`src/rtl/dht11_frame_decoder.sv`:
```
// ============================================================================
// Module      : dht11_frame_decoder
// Description : Detects a new stable DHT11 frame, verifies its checksum and
//               converts the integer humidity/temperature bytes to 3-digit BCD
//               with a shift-add-3 engine. Optional DHT11_RANGE_CHK_EN also
//               rejects out-of-range integer readings.
// Revision    : 1.0 - initial release
// ============================================================================
`default_nettype none

module dht11_frame_decoder #(
  parameter int STABLE_CYCLES = 16,
  parameter int ERR_CNT_W     = 8
) (
  input  logic                 clk,
  input  logic                 RST,
  input  logic [39:0]          frame_in,
  output logic [11:0]          hum_bcd,
  output logic [11:0]          temp_bcd,
  output logic [7:0]           hum_dec,
  output logic [7:0]           temp_dec,
  output logic                 rd_valid,
  output logic                 rd_err,
  output logic [ERR_CNT_W-1:0] err_cnt,
  output logic                 busy
);

  localparam int CNT_W = (STABLE_CYCLES > 2) ? $clog2(STABLE_CYCLES) : 1;
  localparam logic [CNT_W-1:0] c_stab_max = CNT_W'(STABLE_CYCLES - 1);

  typedef enum logic [2:0] {
    S_IDLE   = 3'd0,
    S_CHECK  = 3'd1,
    S_CONV   = 3'd2,
    S_DONE   = 3'd3,
    S_REJECT = 3'd4
  } state_t;

  state_t           r_state;
  logic [39:0]      r_frame_q;
  logic [39:0]      r_last_acc;
  logic [39:0]      r_work;
  logic [CNT_W-1:0] r_stab_cnt;
  logic [2:0]       r_bit_cnt;
  logic [19:0]      r_hum_sh;
  logic [19:0]      r_temp_sh;

  logic [7:0]       w_sum;
  logic             w_range_bad;
  logic [19:0]      w_hum_next;
  logic [19:0]      w_temp_next;

  // One double-dabble step: {bcd[11:0], bin[7:0]} adjusted then shifted left.
  function automatic logic [19:0] dd_step(input logic [19:0] sh);
    logic [19:0] a;
    a = sh;
    for (int n = 0; n < 3; n++) begin
      if (a[8+4*n +: 4] >= 4'd5)
        a[8+4*n +: 4] = a[8+4*n +: 4] + 4'd3;
    end
    return {a[18:0], 1'b0};
  endfunction

  assign w_sum       = r_work[39:32] + r_work[31:24] + r_work[23:16] + r_work[15:8];
  assign w_hum_next  = dd_step(r_hum_sh);
  assign w_temp_next = dd_step(r_temp_sh);
  assign busy        = (r_state != S_IDLE);

`ifdef DHT11_RANGE_CHK_EN
  assign w_range_bad = (r_work[39:32] > 8'd99) || (r_work[23:16] > 8'd60);
`else
  assign w_range_bad = 1'b0;
`endif

  always_ff @(posedge clk or posedge RST) begin
    if (RST) begin
      r_state    <= S_IDLE;
      r_frame_q  <= '0;
      r_last_acc <= '0;
      r_work     <= '0;
      r_stab_cnt <= '0;
      r_bit_cnt  <= '0;
      r_hum_sh   <= '0;
      r_temp_sh  <= '0;
      hum_bcd    <= '0;
      temp_bcd   <= '0;
      hum_dec    <= '0;
      temp_dec   <= '0;
      rd_valid   <= 1'b0;
      rd_err     <= 1'b0;
      err_cnt    <= '0;
    end else begin
      r_frame_q <= frame_in;
      if (frame_in != r_frame_q)
        r_stab_cnt <= '0;
      else if (r_stab_cnt != c_stab_max)
        r_stab_cnt <= r_stab_cnt + CNT_W'(1);

      rd_valid <= 1'b0;
      rd_err   <= 1'b0;

      case (r_state)
        S_IDLE: begin
          // last_acc starts at zero, so the reader's power-up frame is ignored
          if (r_stab_cnt == c_stab_max && r_frame_q != r_last_acc) begin
            r_work     <= r_frame_q;
            r_last_acc <= r_frame_q;
            r_state    <= S_CHECK;
          end
        end
        S_CHECK: begin
          if (w_sum != r_work[7:0] || w_range_bad) begin
            rd_err <= 1'b1;
            if (err_cnt != '1)
              err_cnt <= err_cnt + ERR_CNT_W'(1);
            r_state <= S_REJECT;
          end else begin
            r_hum_sh  <= {12'd0, r_work[39:32]};
            r_temp_sh <= {12'd0, r_work[23:16]};
            r_bit_cnt <= '0;
            r_state   <= S_CONV;
          end
        end
        S_CONV: begin
          r_hum_sh  <= w_hum_next;
          r_temp_sh <= w_temp_next;
          r_bit_cnt <= r_bit_cnt + 3'd1;
          // Outputs load with the final step so rd_valid is high during DONE
          if (r_bit_cnt == 3'd7) begin
            hum_bcd  <= w_hum_next[19:8];
            temp_bcd <= w_temp_next[19:8];
            hum_dec  <= r_work[31:24];
            temp_dec <= r_work[15:8];
            rd_valid <= 1'b1;
            r_state  <= S_DONE;
          end
        end
        S_DONE:   r_state <= S_IDLE;
        S_REJECT: r_state <= S_IDLE;
        default:  r_state <= S_IDLE;
      endcase
    end
  end

endmodule

`default_nettype wire

```
`config.mk`:
```
export PLATFORM = sky130hd
export DESIGN_NAME = dht11_frame_decoder
export DESIGN_NICKNAME = d
export VERILOG_FILES = /design/src/rtl/dht11_frame_decoder.sv
export SDC_FILE = /design/constraint.sdc
export NUM_CORES = 1
export LEC_CHECK = 0
export ABC_AREA = 1
export CAP_MARGIN = 0
export CORE_AREA = 2 2 132 134
export CTS_BUF_LIST = sky130_fd_sc_hd__clkbuf_4
export CTS_CLUSTER_DIAMETER = 50
export DETAILED_ROUTE_END_ITERATION = 8
export DIE_AREA = 0 0 134 136
export PLACE_DENSITY = 0.77
export SLEW_MARGIN = 20
export SYNTH_ARGS = -nofsm -noshare
export SYNTH_HDL_FRONTEND = slang
export SYNTH_SLANG_ARGS = --single-unit
```
`constraint.sdc`:
```
create_clock -name clk -period 7.5 [get_ports clk]
set_input_delay 0.75 -clock clk [delete_from_list [all_inputs] [get_ports clk]]
set_output_delay 0.75 -clock clk [all_outputs]
set_load 0.005 [all_outputs]
```
==> After elaboration in Yosys (flattened, before gate mapping) <==
Cells that the tools add are included.
{ "word_totals": {"register_bits": 180, "inputBits": 42, "output_inout_bits": 51} }
{ "op_classes": {"addsub": 12, "n_lt_le_gt_ge": 6, "eq_ne": 12, "n_mux": 22, "reduce_logical": 10} }
{ "op_table": {"columns": ["op", "n"], "rows": [
  ["!= test 40 bit", 2],
  ["one-hot mux 20 bit (2 select lines)", 2],
  ["2-to-1 mux 20 bit", 2],
  ["adder 8 bit", 3],
  [">= comparator 4 x 3 -> 1 bit (second input constant)", 6],
  ["2-to-1 mux 4 bit", 6],
  ["2-to-1 mux 3 bit", 6],
  ["adder 4 x 2 -> 4 bit (second input constant)", 4],
  ["one-hot mux 3 bit (3 select lines)", 1],
  ["adder 8 x 1 -> 8 bit (second input constant)", 1],
  ["!= test 8 bit", 1],
  ["!= test 8 bit (second input constant)", 1],
  ["AND reduction 2 bit", 4],
  ["adder 3 x 2 -> 3 bit (second input constant)", 2],
  ["!= test 2 bit (second input constant)", 3],
  ["one-hot mux 3 bit (2 select lines)", 1],
  ["adder 4 x 1 -> 4 bit (second input constant)", 1],
  ["== test 4 bit (second input constant)", 1],
  ["2-to-1 mux 1 bit", 4],
  ["!= test 4 bit (second input constant)", 1],
  ["nonzero test 2 bit", 2],
  ["adder 3 x 1 -> 3 bit (second input constant)", 1],
  ["== test 3 x 1 -> 1 bit (second input constant)", 1],
  ["== test 3 x 2 -> 1 bit (second input constant)", 1],
  ["5 further kinds", 5]
]} }

==> Depth between registers and ports, before layout <==
{ "logic_depth": {"ltp_word": 6, "ltp_mapped": 19, "depth_no_buf": 18} }

==> Least setup slack after synthesis <==
OpenSTA, ideal clock, no wires.
{ "synth_path": {"kind": "reg2reg", "start": "register r_work[9]", "end": "register r_hum_sh[1]", "arrival_ps": 3291, "required_ps": 7383, "slack_ps": 4092, "path_stages_with_launch": 16, "n_path_buf": 1, "path_cell_list": "dfrtp_1 > fa_1 > inv_1 > fa_1 > inv_1 > ha_1 > fa_1 > xnor2_1 > nand3_1 > nor2_1 > nand2_1 > nor3_4 > nand3_4 > buf_2 > nand3_1 > nand2_1"} }
{ "synth_between": {"elab_chain_cells": 4} }
{ "synth_lines": {"columns": ["element", "line_no", "text"], "rows": [
  ["start, declared", "42", "logic [39:0] r_work;"],
  ["start signal, assigned", "106", "r_work <= r_frame_q;"],
  ["adder 8 bit", "64", "assign w_sum = r_work[39:32] + r_work[31:24] + r_work[23:16] + r_work[15:8];"],
  ["!= test 8 bit", "112", "if (w_sum != r_work[7:0] || w_range_bad) begin"],
  ["!= test 2 bit (no line)", null, null],
  ["AND reduction 2 bit (no line)", null, null],
  ["end signal, assigned", "118", "r_hum_sh <= {12'd0, r_work[39:32]};"],
  ["end signal, assigned", "125", "r_hum_sh <= w_hum_next;"],
  ["end, declared", "45", "logic [19:0] r_hum_sh;"]
]} }
No other way between the ends.
A chain may end at the register's enable or synchronous reset.

==> Worst setup path after layout <==
{ "layout_path": {"start": "register r_work[9]", "end": "register r_temp_sh[7]"} }
{ "layout_between": {"elab_chain_cells": 4} }
{ "layout_lines": {"columns": ["element", "line_no", "text"], "rows": [
  ["adder 8 bit", "64", null],
  ["!= test 8 bit", "112", null],
  ["!= test 2 bit (no line)", null, null],
  ["AND reduction 2 bit (no line)", null, null],
  ["end signal, assigned", "119", "r_temp_sh <= {12'd0, r_work[23:16]};"],
  ["end signal, assigned", "126", "r_temp_sh <= w_temp_next;"],
  ["end, declared", "46", "logic [19:0] r_temp_sh;"]
]} }
No other way between the ends.

==> flow_metrics.tcl <==
set metrics [dict create \
    status "complete, no violations" \
    finClkSkew_ps 29.8 \
    crit_fanout 45 \
    cp_cell_sequence "fa_1 -> inv_1 -> fa_1 -> inv_1 -> ha_1 -> fa_1 -> xnor2_1 -> nand3_1 -> nor2_1 -> nand2_1 -> nor3_4 -> nand3_4 -> nand2_4 -> nand2_1 -> nand2_1" \
    htreeDepth 4 \
    routed_via_density 5.40 \
    relSlewSlack_pct 35.6 \
    die_x_microns 134 \
    powerDensity_nw_per_um2 151 \
    cts_sinks 180 \
    path_buf_inv 2 \
    antenna_left 0 \
    first_iter_violations 581 \
    yosysSeqAreaShare_pct 49.2 \
    hold_viol_final 0 \
    finalNetCount 1232 \
    most-common-layout-cells "nand2_1, dfrtp_1, clkdlybuf4s50_1" \
    yosys_register_bits 180 \
    whs_path_depth 2 \
    end_kind "flop" \
    rows 48 \
    core_sq_um 16900 \
    dp_cells 1359 \
    postCtsSetupBuffers 0 \
    grt_pass1_vias 7102 \
    synth_area_sq_um 9150 \
    wl_per_cell_microns 15.2 \
    finalSetupViolCount 0 \
    wl_mm 21.1 \
    die_area_sq_um 18200 \
    yosysWarnings 0 \
    syn_to_final_growth_pct 14.9 \
    critPathSlowestCell "fa_1" \
    cp-start-kind "flop" \
    leakagePower_nw 5.30 \
    synthCells 1075 \
    layout_commonest_cell "nand2_1" \
    port_buffers 92 \
    clock_latency_ps 590 \
    post-route-min-period_ps 4120 \
    max_freq_ghz 0.243 \
    crit_type "flop to flop" \
    io_pins 93 \
    layout.cells.non_filler 1392 \
    gp_congestion 0.985 \
    max_cap_violations 0 \
    yosysUniqueCellTypes 35 \
    cpPeakStageDelay_ps 550 \
    antenna_found_initial 1 \
    cts_tree "done" \
    cp.depth 15 \
    cp.arrival_ps 4650 \
    clockBufferDepth 2 \
    syn_nets 1154 \
    dp_hpwl_mm 15.0 \
    drive_gt1_share_pct 5.06 \
    clk_pin_slew_ps 150 \
    slew_violations 0 \
    hold_class "flop to flop" \
    drc_errors 0 \
    ir_worst_vdd_uv 115 \
    setup_tns_ps 0 \
    worstPathRequired_ps 8030 \
    fin_crit_sh_pct 54.9 \
    firstDrtPassIters 5 \
    rsz0062_at_grt "no" \
    die_h_microns 136 \
    critPathTopFamily "adder cells" \
    ctsResizeCount 0 \
    ctsHoldBuffers 0 \
    cts_made_buffers 17 \
    r2r.worst_path.cells 15 \
    tightest_slew_ps 965 \
    dr_total_vias 7523 \
    grt_overflow 0 \
    grt_max_degree 80 \
    syn_avg_cell_area_sq_um 8.51 \
    grt_pass1_wl_mm 35.1 \
    cts_root_buf "clkbuf_4" \
    grtUsageTotal_pct 24.6 \
    start_util_pct 54.2 \
]
Yosys cell counts:
master | number | area [sq um]
nand2_1 | 395 | 1480
dfrtp_1 | 180 | 4500
inv_1 | 85 | 319
nand3_1 | 71 | 355
nand4_1 | 62 | 388
xnor2_1 | 53 | 464
o21ai_0 | 39 | 195
nor2_1 | 26 | 97.6
clkbuf_1 | 25 | 93.8
ha_1 | 23 | 288
xor2_1 | 23 | 201
a21oi_1 | 18 | 90.1
fa_1 | 14 | 280
nor3_1 | 12 | 60.1
buf_2 | 11 | 55.1
or2_2 | 7 | 43.8
o22ai_1 | 5 | 31.3
buf_1 | 4 | 15.0
nand3b_1 | 3 | 22.5
nor3b_1 | 3 | 22.5
a21boi_0 | 2 | 15.0
a211oi_1 | 1 | 7.51
a22o_1 | 1 | 8.76
buf_6 | 1 | 11.3
clkinv_1 | 1 | 3.75
inv_2 | 1 | 3.75
mux2_2 | 1 | 11.3
nand2_2 | 1 | 6.26
nand2_4 | 1 | 11.3
nand2b_1 | 1 | 6.26
nand3_4 | 1 | 17.5
nor3_4 | 1 | 16.3
nor4_1 | 1 | 6.26
o2111ai_1 | 1 | 8.76
o21bai_1 | 1 | 7.51
final cells by class:
class / count / area [sq um]
antenna: 1 / 2.50
clock buffer: 19 / 143
clock inverter: 13 / 113
fill: 1458 / 6360
inverter: 87 / 332
multi-input combinational: 767 / 4160
sequential: 180 / 4500
tap: 225 / 282
timing repair buffer: 100 / 981
worst paths after layout:
| check | startpoint | endpoint | slack [ps] |
|---|---|---|---|
| worst min-delay path | r_work[33]$_DFFE_PP0P_ | r_work[33]$_DFFE_PP0P_ | 490 |
| min in group asynchronous | RST | temp_dec[3]$_DFFE_PP0P_ | 630 |
| worst max-delay path | r_work[9]$_DFFE_PP0P_ | r_temp_sh[7]$_DFFE_PP0P_ | 3380 |
| max in group asynchronous | RST | r_frame_q[19]$_DFF_PP0_ | 5680 |
| worst max register to register | r_work[9]$_DFFE_PP0P_ | r_temp_sh[7]$_DFFE_PP0P_ | 3380 |
| worst min register to register | r_work[33]$_DFFE_PP0P_ | r_work[33]$_DFFE_PP0P_ | 490 |
kinds of logic (layout without fill, tap and decap cells):
group                      count (synthesis)  count (layout)  share of synthesized area (%)
buffers and inverters                    128             219                           5.48
and+or+nand+nor                          585             585                           27.7
other                                      0               1                              0
DFF                                      180             180                           49.2
muxes                                      1               1                          0.123
adders and majority gates                 37              37                           6.21
AOI/OAI and AO/OA                         68              68                           3.98
xor gates and xnor gates                  76              76                           7.27
flip-flops by register name, summed over array words and instances, names as in the netlist, 12 cells and up:
| signal | flops |
|---|---|
| hum_bcd | 12 |
| r_frame_q | 40 |
| r_hum_sh | 20 |
| r_temp_sh | 20 |
| r_work | 40 |
| temp_bcd | 12 |
worst reg2reg max path, cell delays in order (launching register included):
cell	delay (ps)
dfrtp_1	470
fa_1	550
inv_1	50
fa_1	490
inv_1	40
ha_1	230
fa_1	480
xnor2_1	190
nand3_1	90
nor2_1	110
nand2_1	100
nor3_4	270
nand3_4	480
nand2_4	350
nand2_1	100
nand2_1	70
report_power, final:
group / switching, W / internal, W / leakage [nW]
Sequential: 0.0000161 / 0.000982 / 2.42
Combinational: 0.0000417 / 0.0000393 / 2.74
Clock: 0.000359 / 0.000150 / 0.140
Total: 0.000417 / 0.00117 / 5.30
layer usage:
metal / share of wire, % / wire (microns) / GRT usage (%) / vias up
met1: 43 / 9080 / 32.6 / 3618
met5: 0 / 0 / 0 / -
met4: 3.5 / 748 / 10.7 / 0
met2: 48 / 10200 / 40.2 / 238
met3: 5.2 / 1100 / 3.95 / 49
li1: - / - / - / 3618
stage by stage:
step                cell area (sq um)  hold slack (ps)  power, W  util, %  worst slack, ps
floorplan                        9150              442   0.00105        -             1860
finish                          10500              490   0.00159     62.3             3380
global route                    10500              517   0.00166     62.3             3070
detailed placement              10300              459   0.00110     60.8             3390
CTS                             10500              493   0.00160     62.3             3360
global placement                10300              458   0.00110     60.8             3560
No activity file was read; power rests on OpenSTA's default activity.
